===== config.mk =====
export PLATFORM = sky130hd
export DESIGN_NAME = if_fetch_buf
export DESIGN_NICKNAME = d
export VERILOG_FILES = /design/src/rtl/if_fetch_buf.sv
export SDC_FILE = /design/constraint.sdc
export NUM_CORES = 1
export LEC_CHECK = 0
export CAP_MARGIN = 30
export CORE_MARGIN = 8
export CORE_UTILIZATION = 37
export CTS_CLUSTER_SIZE = 24
export DETAILED_ROUTE_END_ITERATION = 16
export DONT_BUFFER_PORTS = 1
export PLACE_DENSITY = 0.59
export REMOVE_ABC_BUFFERS = 1
export SLEW_MARGIN = 20
export SYNTH_ARGS = -nofsm -noshare
export SYNTH_HDL_FRONTEND = slang
export SYNTH_SLANG_ARGS = --single-unit

===== constraint.sdc =====
create_clock -name clk -period 21.6 [get_ports clk]
set_input_delay 3.24 -clock clk [delete_from_list [all_inputs] [get_ports clk]]
set_output_delay 3.24 -clock clk [all_outputs]
set_load 0.02 [all_outputs]

===== src/rtl/if_fetch_buf.sv =====
// rtl/if_fetch_buf.sv - LoongArch IF stage: split-transaction fetch feeding an instruction buffer
// Optional misaligned-target (ADEF) entry generation when IF_ADEF_CHECK_EN is defined.
module if_fetch_buf #(
  parameter logic [31:0] RESET_PC   = 32'h1c000000,
  parameter int          IBUF_DEPTH = 4
) (
  input  logic        clk,
  input  logic        reset,
  input  logic [32:0] br_bus,
  input  logic        ID_Allow_in,
  output logic        inst_req,
  output logic [31:0] inst_addr,
  input  logic        inst_addr_ok,
  input  logic        inst_data_ok,
  input  logic [31:0] inst_rdata,
  output logic        IF_to_ID_Valid,
  output logic [63:0] IF_to_ID_Bus
`ifdef IF_ADEF_CHECK_EN
  ,
  output logic        if_adef
`endif
);
  localparam int PW = $clog2(IBUF_DEPTH);
  localparam int CW = PW + 2;
  localparam logic [CW-1:0] DEPTH_C = CW'(IBUF_DEPTH);

  logic        br_taken;
  logic [31:0] br_target;
  logic [31:0] fpc_q, fpc_d, redir_pc_q, redir_pc_d;
  logic        redir_pend_q, redir_pend_d;
  logic [PW:0] cancel_q, cancel_d;
  logic [31:0] tag_mem_q [IBUF_DEPTH];
  logic [31:0] tag_mem_d [IBUF_DEPTH];
  logic [PW-1:0] tag_wp_q, tag_wp_d, tag_rp_q, tag_rp_d;
  logic [PW:0] tag_cnt_q, tag_cnt_d;
  logic [63:0] buf_mem_q [IBUF_DEPTH];
  logic [63:0] buf_mem_d [IBUF_DEPTH];
  logic [PW-1:0] buf_wp_q, buf_wp_d, buf_rp_q, buf_rp_d;
  logic [PW:0] buf_cnt_q, buf_cnt_d;
  logic [CW-1:0] credits;
  logic        accept, rsp_ok, head_pop, fetch_hold;
  logic        tag_push, tag_pop, buf_push;

  assign br_taken = br_bus[32];
`ifdef IF_ADEF_CHECK_EN
  logic adef_mem_q [IBUF_DEPTH];
  logic adef_mem_d [IBUF_DEPTH];
  logic stall_q, stall_d;
  assign br_target  = br_bus[31:0];
  assign fetch_hold = stall_q;
  assign if_adef    = IF_to_ID_Valid && adef_mem_q[buf_rp_q];
`else
  logic unused_br_lsb;
  assign unused_br_lsb = ^br_bus[1:0];
  assign br_target  = {br_bus[31:2], 2'b00};
  assign fetch_hold = 1'b0;
`endif

  // Every issued request already owns a buffer slot, so responses never overflow the buffer.
  assign credits        = CW'(buf_cnt_q) + CW'(tag_cnt_q) + CW'(cancel_q);
  assign inst_req       = !reset && !fetch_hold && (credits < DEPTH_C);
  assign inst_addr      = fpc_q;
  assign accept         = inst_req && inst_addr_ok;
  assign rsp_ok         = inst_data_ok && ((tag_cnt_q != '0) || (cancel_q != '0));
  assign IF_to_ID_Valid = (buf_cnt_q != '0);
  assign IF_to_ID_Bus   = IF_to_ID_Valid ? buf_mem_q[buf_rp_q] : 64'h0;
  assign head_pop       = IF_to_ID_Valid && ID_Allow_in && !br_taken;

  always_comb begin
    fpc_d        = fpc_q;
    redir_pc_d   = redir_pc_q;
    redir_pend_d = redir_pend_q;
    cancel_d     = cancel_q;
    tag_mem_d    = tag_mem_q;
    tag_wp_d     = tag_wp_q;
    tag_rp_d     = tag_rp_q;
    tag_cnt_d    = tag_cnt_q;
    buf_mem_d    = buf_mem_q;
    buf_wp_d     = buf_wp_q;
    buf_rp_d     = buf_rp_q;
    buf_cnt_d    = buf_cnt_q;
    tag_push     = 1'b0;
    tag_pop      = 1'b0;
    buf_push     = 1'b0;
`ifdef IF_ADEF_CHECK_EN
    adef_mem_d   = adef_mem_q;
    stall_d      = stall_q;
`endif
    if (br_taken) begin
      tag_wp_d  = '0;
      tag_rp_d  = '0;
      tag_cnt_d = '0;
      buf_wp_d  = '0;
      buf_rp_d  = '0;
      buf_cnt_d = '0;
      // Everything still owed by the bridge, including this cycle's accept, becomes a discard.
      cancel_d  = (PW+1)'(CW'(tag_cnt_q) + CW'(cancel_q) + CW'(accept) - CW'(rsp_ok));
      if (accept || !inst_req) begin
        fpc_d        = br_target;
        redir_pend_d = 1'b0;
      end else begin
        redir_pc_d   = br_target;
        redir_pend_d = 1'b1;
      end
`ifdef IF_ADEF_CHECK_EN
      stall_d = 1'b0;
      if ((accept || !inst_req) && (br_target[1:0] != 2'b00)) begin
        buf_mem_d[0]  = {br_target, 32'h0};
        adef_mem_d[0] = 1'b1;
        buf_wp_d      = PW'(1);
        buf_cnt_d     = (PW+1)'(1);
        stall_d       = 1'b1;
      end
`endif
    end else begin
      if (rsp_ok) begin
        if (cancel_q != '0) begin
          cancel_d = cancel_q - 1'b1;
        end else begin
          tag_pop             = 1'b1;
          buf_push            = 1'b1;
          buf_mem_d[buf_wp_q] = {tag_mem_q[tag_rp_q], inst_rdata};
`ifdef IF_ADEF_CHECK_EN
          adef_mem_d[buf_wp_q] = 1'b0;
`endif
        end
      end
      if (accept) begin
        if (redir_pend_q) begin
          // The held old-path request is finally out; its answer is dropped.
          cancel_d     = cancel_d + 1'b1;
          fpc_d        = redir_pc_q;
          redir_pend_d = 1'b0;
`ifdef IF_ADEF_CHECK_EN
          if (redir_pc_q[1:0] != 2'b00) begin
            buf_push             = 1'b1;
            buf_mem_d[buf_wp_q]  = {redir_pc_q, 32'h0};
            adef_mem_d[buf_wp_q] = 1'b1;
            stall_d              = 1'b1;
          end
`endif
        end else begin
          tag_push            = 1'b1;
          tag_mem_d[tag_wp_q] = fpc_q;
          fpc_d               = fpc_q + 32'd4;
        end
      end
      tag_wp_d  = tag_wp_q + PW'(tag_push);
      tag_rp_d  = tag_rp_q + PW'(tag_pop);
      tag_cnt_d = tag_cnt_q + (PW+1)'(tag_push) - (PW+1)'(tag_pop);
      buf_wp_d  = buf_wp_q + PW'(buf_push);
      buf_rp_d  = buf_rp_q + PW'(head_pop);
      buf_cnt_d = buf_cnt_q + (PW+1)'(buf_push) - (PW+1)'(head_pop);
    end
  end

  always_ff @(posedge clk) begin
    if (reset) begin
      fpc_q        <= RESET_PC;
      redir_pc_q   <= RESET_PC;
      redir_pend_q <= 1'b0;
      cancel_q     <= '0;
      tag_wp_q     <= '0;
      tag_rp_q     <= '0;
      tag_cnt_q    <= '0;
      buf_wp_q     <= '0;
      buf_rp_q     <= '0;
      buf_cnt_q    <= '0;
`ifdef IF_ADEF_CHECK_EN
      stall_q      <= 1'b0;
`endif
    end else begin
      fpc_q        <= fpc_d;
      redir_pc_q   <= redir_pc_d;
      redir_pend_q <= redir_pend_d;
      cancel_q     <= cancel_d;
      tag_wp_q     <= tag_wp_d;
      tag_rp_q     <= tag_rp_d;
      tag_cnt_q    <= tag_cnt_d;
      buf_wp_q     <= buf_wp_d;
      buf_rp_q     <= buf_rp_d;
      buf_cnt_q    <= buf_cnt_d;
`ifdef IF_ADEF_CHECK_EN
      stall_q      <= stall_d;
`endif
    end
  end

  always_ff @(posedge clk) begin
    tag_mem_q <= tag_mem_d;
    buf_mem_q <= buf_mem_d;
`ifdef IF_ADEF_CHECK_EN
    adef_mem_q <= adef_mem_d;
`endif
  end
endmodule


==> impl.org <==
** Power
- Combinational logic burns 8.2% of the power.
- Net load switching power :: 0.000474 W
- For this design the ratio of total power to cell area is 95.1 mW/mm^2.
- Sequential cells account for 51.7% of the total power.
- Static leakage :: 6.37 nW
- Portion of total power attributed to the clock network :: 40.1%
- Cell internal pwr :: 0.00148 W
- IR analysis of the VDD net gives a maximum drop of 0.0630 mV.
- In this run switching power makes up 24.2% of total power.

** Final layout
- Number of diodes :: 0
- From synthesis to final layout, the design area changed by 12.8%.
- Leaving out fill and tap cells, the most frequent cell in the layout is sky130_fd_sc_hd__edfxtp_1.
- For this run, the post-layout net count is 1245.
- After routing the design area is 0.0206 sq mm.
- Commonest cells after routing, fill and taps aside :: sky130_fd_sc_hd__edfxtp_1, sky130_fd_sc_hd__nand2_1, sky130_fd_sc_hd__mux4_2
- Share of post-route cells with drive strength above 1 :: 17.4%

** Yosys
- After synthesis, the largest family of logic cells by area is multiplexers.
- Compound-gate portion of the synthesized area :: 5.07%
- Yosys warning count :: 0
- Of the total synthesized cell area, the portion taken by AND, OR, NAND and NOR gates is 8.55%.
- Count of distinct cell types in the synthesized netlist :: 61
- The synthesized design contains 446 register bits.
- Xor-xnor portion of the synthesized cell area :: 1.15%
- After synthesis the cells add up to 0.0183 sq mm.
- The synthesized design contains 368 enable-type register cells.
- Commonest register cell after synthesis :: sky130_fd_sc_hd__edfxtp_1
- Post-synthesis mux area share :: 11.9%
- Summing the areas of all fa, ha and maj instances in the mapped netlist gives 1.86% of the synthesized area.
- In the synthesized netlist, the number of instances is 1152.
- Async set or reset register ratio after synthesis :: 0%
- A synthesized cell averages 15.8 sq um.
- Of the synthesized area, sequential elements account for 69.1%.

** Floorplanning
- The die is 238 um tall.
- Die X :: 238 um
- The floorplan step defined a die boundary enclosing 0.0567 sq mm.
- Starting density of the core :: 37.4%
- The floorplan has 81 rows.
- In this run the count of I/O pins placed on the die edge is 168.
- The core region is 0.0488 sq mm.

** Critical path
- The slowest stage of the critical path belongs to the cell sky130_fd_sc_hd__and2_1.
- Type of element capturing the critical path :: primary output
- At the worst endpoint, the arrival time is 3.78 ns.
- Number of buffer and inverter instances along the worst setup path :: 0
- The largest single stage delay on the critical path is 0.34 ns.
- Worst path required time :: 18.36 ns
- Top delay family on crit path :: simple AND/OR/NAND/NOR gates
- Path type of the worst setup path :: input pin to primary output
- The worst register-to-register path begins at tag_cnt_q[1].
- Maximum fanout count along the critical path :: 71
- Startpoint Class :: input pin
- Worst-path cell chain :: nor2b_1 -> and2_1
- Start point of the critical path :: reset

** STA
- At the pin with the least slew margin, the transition time is 0.940 ns.
- The worst pin sits at a relative slew slack of 37.3%.
- Total Neg Setup Slack :: 0 ns
- Setup slack on the critical path of the routed design comes to 14.58 ns.
- The final critical path takes up 32.5% of the cycle.
- Setup violations remaining at the end of the flow were counted as 0.
- Final Slew Violations :: 0
- Minimum clock period after layout :: 7.02 ns
- Total count of hold-check failures in the final report :: 0
- The clock arrives with 0.0209 ns of skew.
- Fmax :: 142 MHz
- Setup repair after global routing left no endpoint under its margin.

** CTS
- Clock sink count :: 446
- The number of hold buffers added after CTS was 0.
- The number of gates resized after CTS was 0.
- Clock-pin slew on the worst setup and hold paths :: 0.06 ns
- Counting the buffers created by CTS gives 49.
- After clock tree synthesis, the setup repair step added 0 buffers.
- Insertion delay to the later sink of the worst-skew pair :: 0.57 ns
- Clock tree from TritonCTS :: done
- CTS Root Cell :: sky130_fd_sc_hd__clkbuf_16
- The clock passes through at most 3 buffers.
- H-tree levels :: 2

** Routing
- Total number of vias :: 9591
- Dividing the detail-routed wire length by the instance count gives 21.9 um.
- Remaining antenna violation count :: 0
- Final wirelength :: 40600 um
- DR iter-0 viols :: 606
- The first detailed-routing pass took 5 iterations.
- Via density :: 5.18
- DRC Markers :: 0

** Placed design
- At the placement stage, the worst setup path has a slack of 14.60 ns.
- Dpl hpwl :: 24800 um
- At the end of routability-driven placement, the weighted congestion stood at 0.767.
- After detailed placement, the total cell area comes to 0.0191 sq mm.
- Count of input and output buffers :: 0

** Outcome
- The flow ran to the end, and the final reports show no timing, DRC or antenna violations.

** GRT
- The initial antenna violation count came to 0.
- Maximum number of pins on one net before global-route repair :: 72
- Sum of overflow across all layers after global routing :: 0
- Global routing used 14.3% of the available tracks.
- The first global-routing pass estimated 62200 um of wire.
- The number of global-route vias before repair was 9905.

** Flow run
- The tool flagged a number of max-cap violations equal to 0.

** Worst hold path
- Critical hold path startpoint :: redir_pc_q[13]
- The worst hold path belongs to the class flip-flop to flip-flop.
[Yosys cell counts (8+ instances only)]
library cell,count,area share (%)
sky130_fd_sc_hd__clkbuf_1,52,1.1
sky130_fd_sc_hd__o211ai_1,8,0.33
sky130_fd_sc_hd__and2_1,8,0.27
sky130_fd_sc_hd__edfxtp_1,368,61
sky130_fd_sc_hd__mux4_2,92,11
sky130_fd_sc_hd__a21oi_1,69,1.9
sky130_fd_sc_hd__nand3_1,11,0.30
sky130_fd_sc_hd__nor2_1,34,0.70
sky130_fd_sc_hd__ha_1,16,1.1
sky130_fd_sc_hd__nor3_1,11,0.30
sky130_fd_sc_hd__buf_1,10,0.21
sky130_fd_sc_hd__nor2b_1,67,2.3
sky130_fd_sc_hd__buf_2,10,0.27
sky130_fd_sc_hd__nand3b_1,9,0.37
sky130_fd_sc_hd__o21ai_0,23,0.63
sky130_fd_sc_hd__a211oi_1,12,0.49
sky130_fd_sc_hd__mux2i_1,8,0.44
sky130_fd_sc_hd__nand4_1,9,0.31
sky130_fd_sc_hd__and3_1,9,0.31
sky130_fd_sc_hd__dfxtp_1,78,8.6
sky130_fd_sc_hd__nand2_1,101,2.1
sky130_fd_sc_hd__inv_1,32,0.66
sky130_fd_sc_hd__nor4_1,12,0.41
sky130_fd_sc_hd__xnor2_1,17,0.82
[flip-flops by register name (all words and copies together), names as in the netlist]
register	count
buf_cnt_q	3
cancel_q	3
tag_cnt_q	3
tag_mem_q	120
redir_pend_q	1
inst_addr	30
tag_wp_q	2
buf_rp_q	2
tag_rp_q	2
buf_mem_q	248
buf_wp_q	2
redir_pc_q	30
[area by class of cell]
| type | instances | area (sq um) |
|---|---|---|
| clock buffers | 61 | 1310 |
| clock inverters | 26 | 190 |
| fillers | 4444 | 28300 |
| inverters | 33 | 124 |
| multi-input cells | 600 | 5270 |
| flip-flops and latches | 446 | 12600 |
| well taps | 664 | 831 |
| repair buffers | 22 | 245 |
[worst register-to-register path: stages, from the launching register on]
cell and delay (ns):
sky130_fd_sc_hd__dfxtp_1 0.43, sky130_fd_sc_hd__inv_1 0.13, sky130_fd_sc_hd__fa_1 0.46, sky130_fd_sc_hd__or2_2 0.31, sky130_fd_sc_hd__fa_1 0.49, sky130_fd_sc_hd__nor2b_1 0.18, sky130_fd_sc_hd__and3_1 0.46, sky130_fd_sc_hd__or2_2 0.78
sky130_fd_sc_hd__a31oi_1 0.17, sky130_fd_sc_hd__a211o_1 0.30
[kinds of logic (layout without fill, tap and decap cells)]
group,count (synthesis),count (layout)
AOI/OAI and AO/OA,148,148
xor gates and xnor gates,24,24
muxes,101,101
other,1,4
DFF,446,446
adders and majority gates,23,23
and+or+nand+nor,300,300
buffers and inverters,109,142
[metal layers]
layer | share of wire, % | routed length, um | GRT usage [%] | vias up
met4 | 1.9 | 767 | 4.22 | 0
met1 | 44 | 17800 | 18.6 | 4919
met5 | 0 | 0 | 0 | -
met2 | 48 | 19500 | 23.6 | 206
met3 | 6.0 | 2450 | 3.52 | 49
li1 | - | - | - | 4417
[final timing paths]
kind                                  endpoint  slack [ns]  cells past startpoint
worst min-delay path            redir_pc_q[13]        0.44                      2
worst max register to register   inst_addr[27]       17.78                      9
worst max-delay path                  inst_req       14.58                      2
worst min register to register  redir_pc_q[13]        0.44                      2
[through the flow]
step / power (W) / std cells / util [%] / hold slack, ns
after floorplan: 0.00114 / 1079 / - / 0.425
after global placement: 0.00119 / 1761 / 38.9 / 0.430
after detailed placement: 0.00119 / 1765 / 39.1 / 0.435
after CTS: 0.00199 / 1852 / 42.2 / 0.443
after global routing: 0.00204 / 1852 / 42.2 / 0.461
final: 0.00196 / 1852 / 42.2 / 0.443
[power groups by stage]
stage | sequential (W) | clock (W) | combinational (W)
after global placement | 0.00103 | 0 | 0.000159
after CTS | 0.00101 | 0.000809 | 0.000164
after global routing | 0.00102 | 0.000840 | 0.000184
after floorplan | 0.00102 | 0 | 0.000120
final | 0.00101 | 0.000784 | 0.000161
after detailed placement | 0.00103 | 0 | 0.000163
Power figures use the tool's default switching activity.
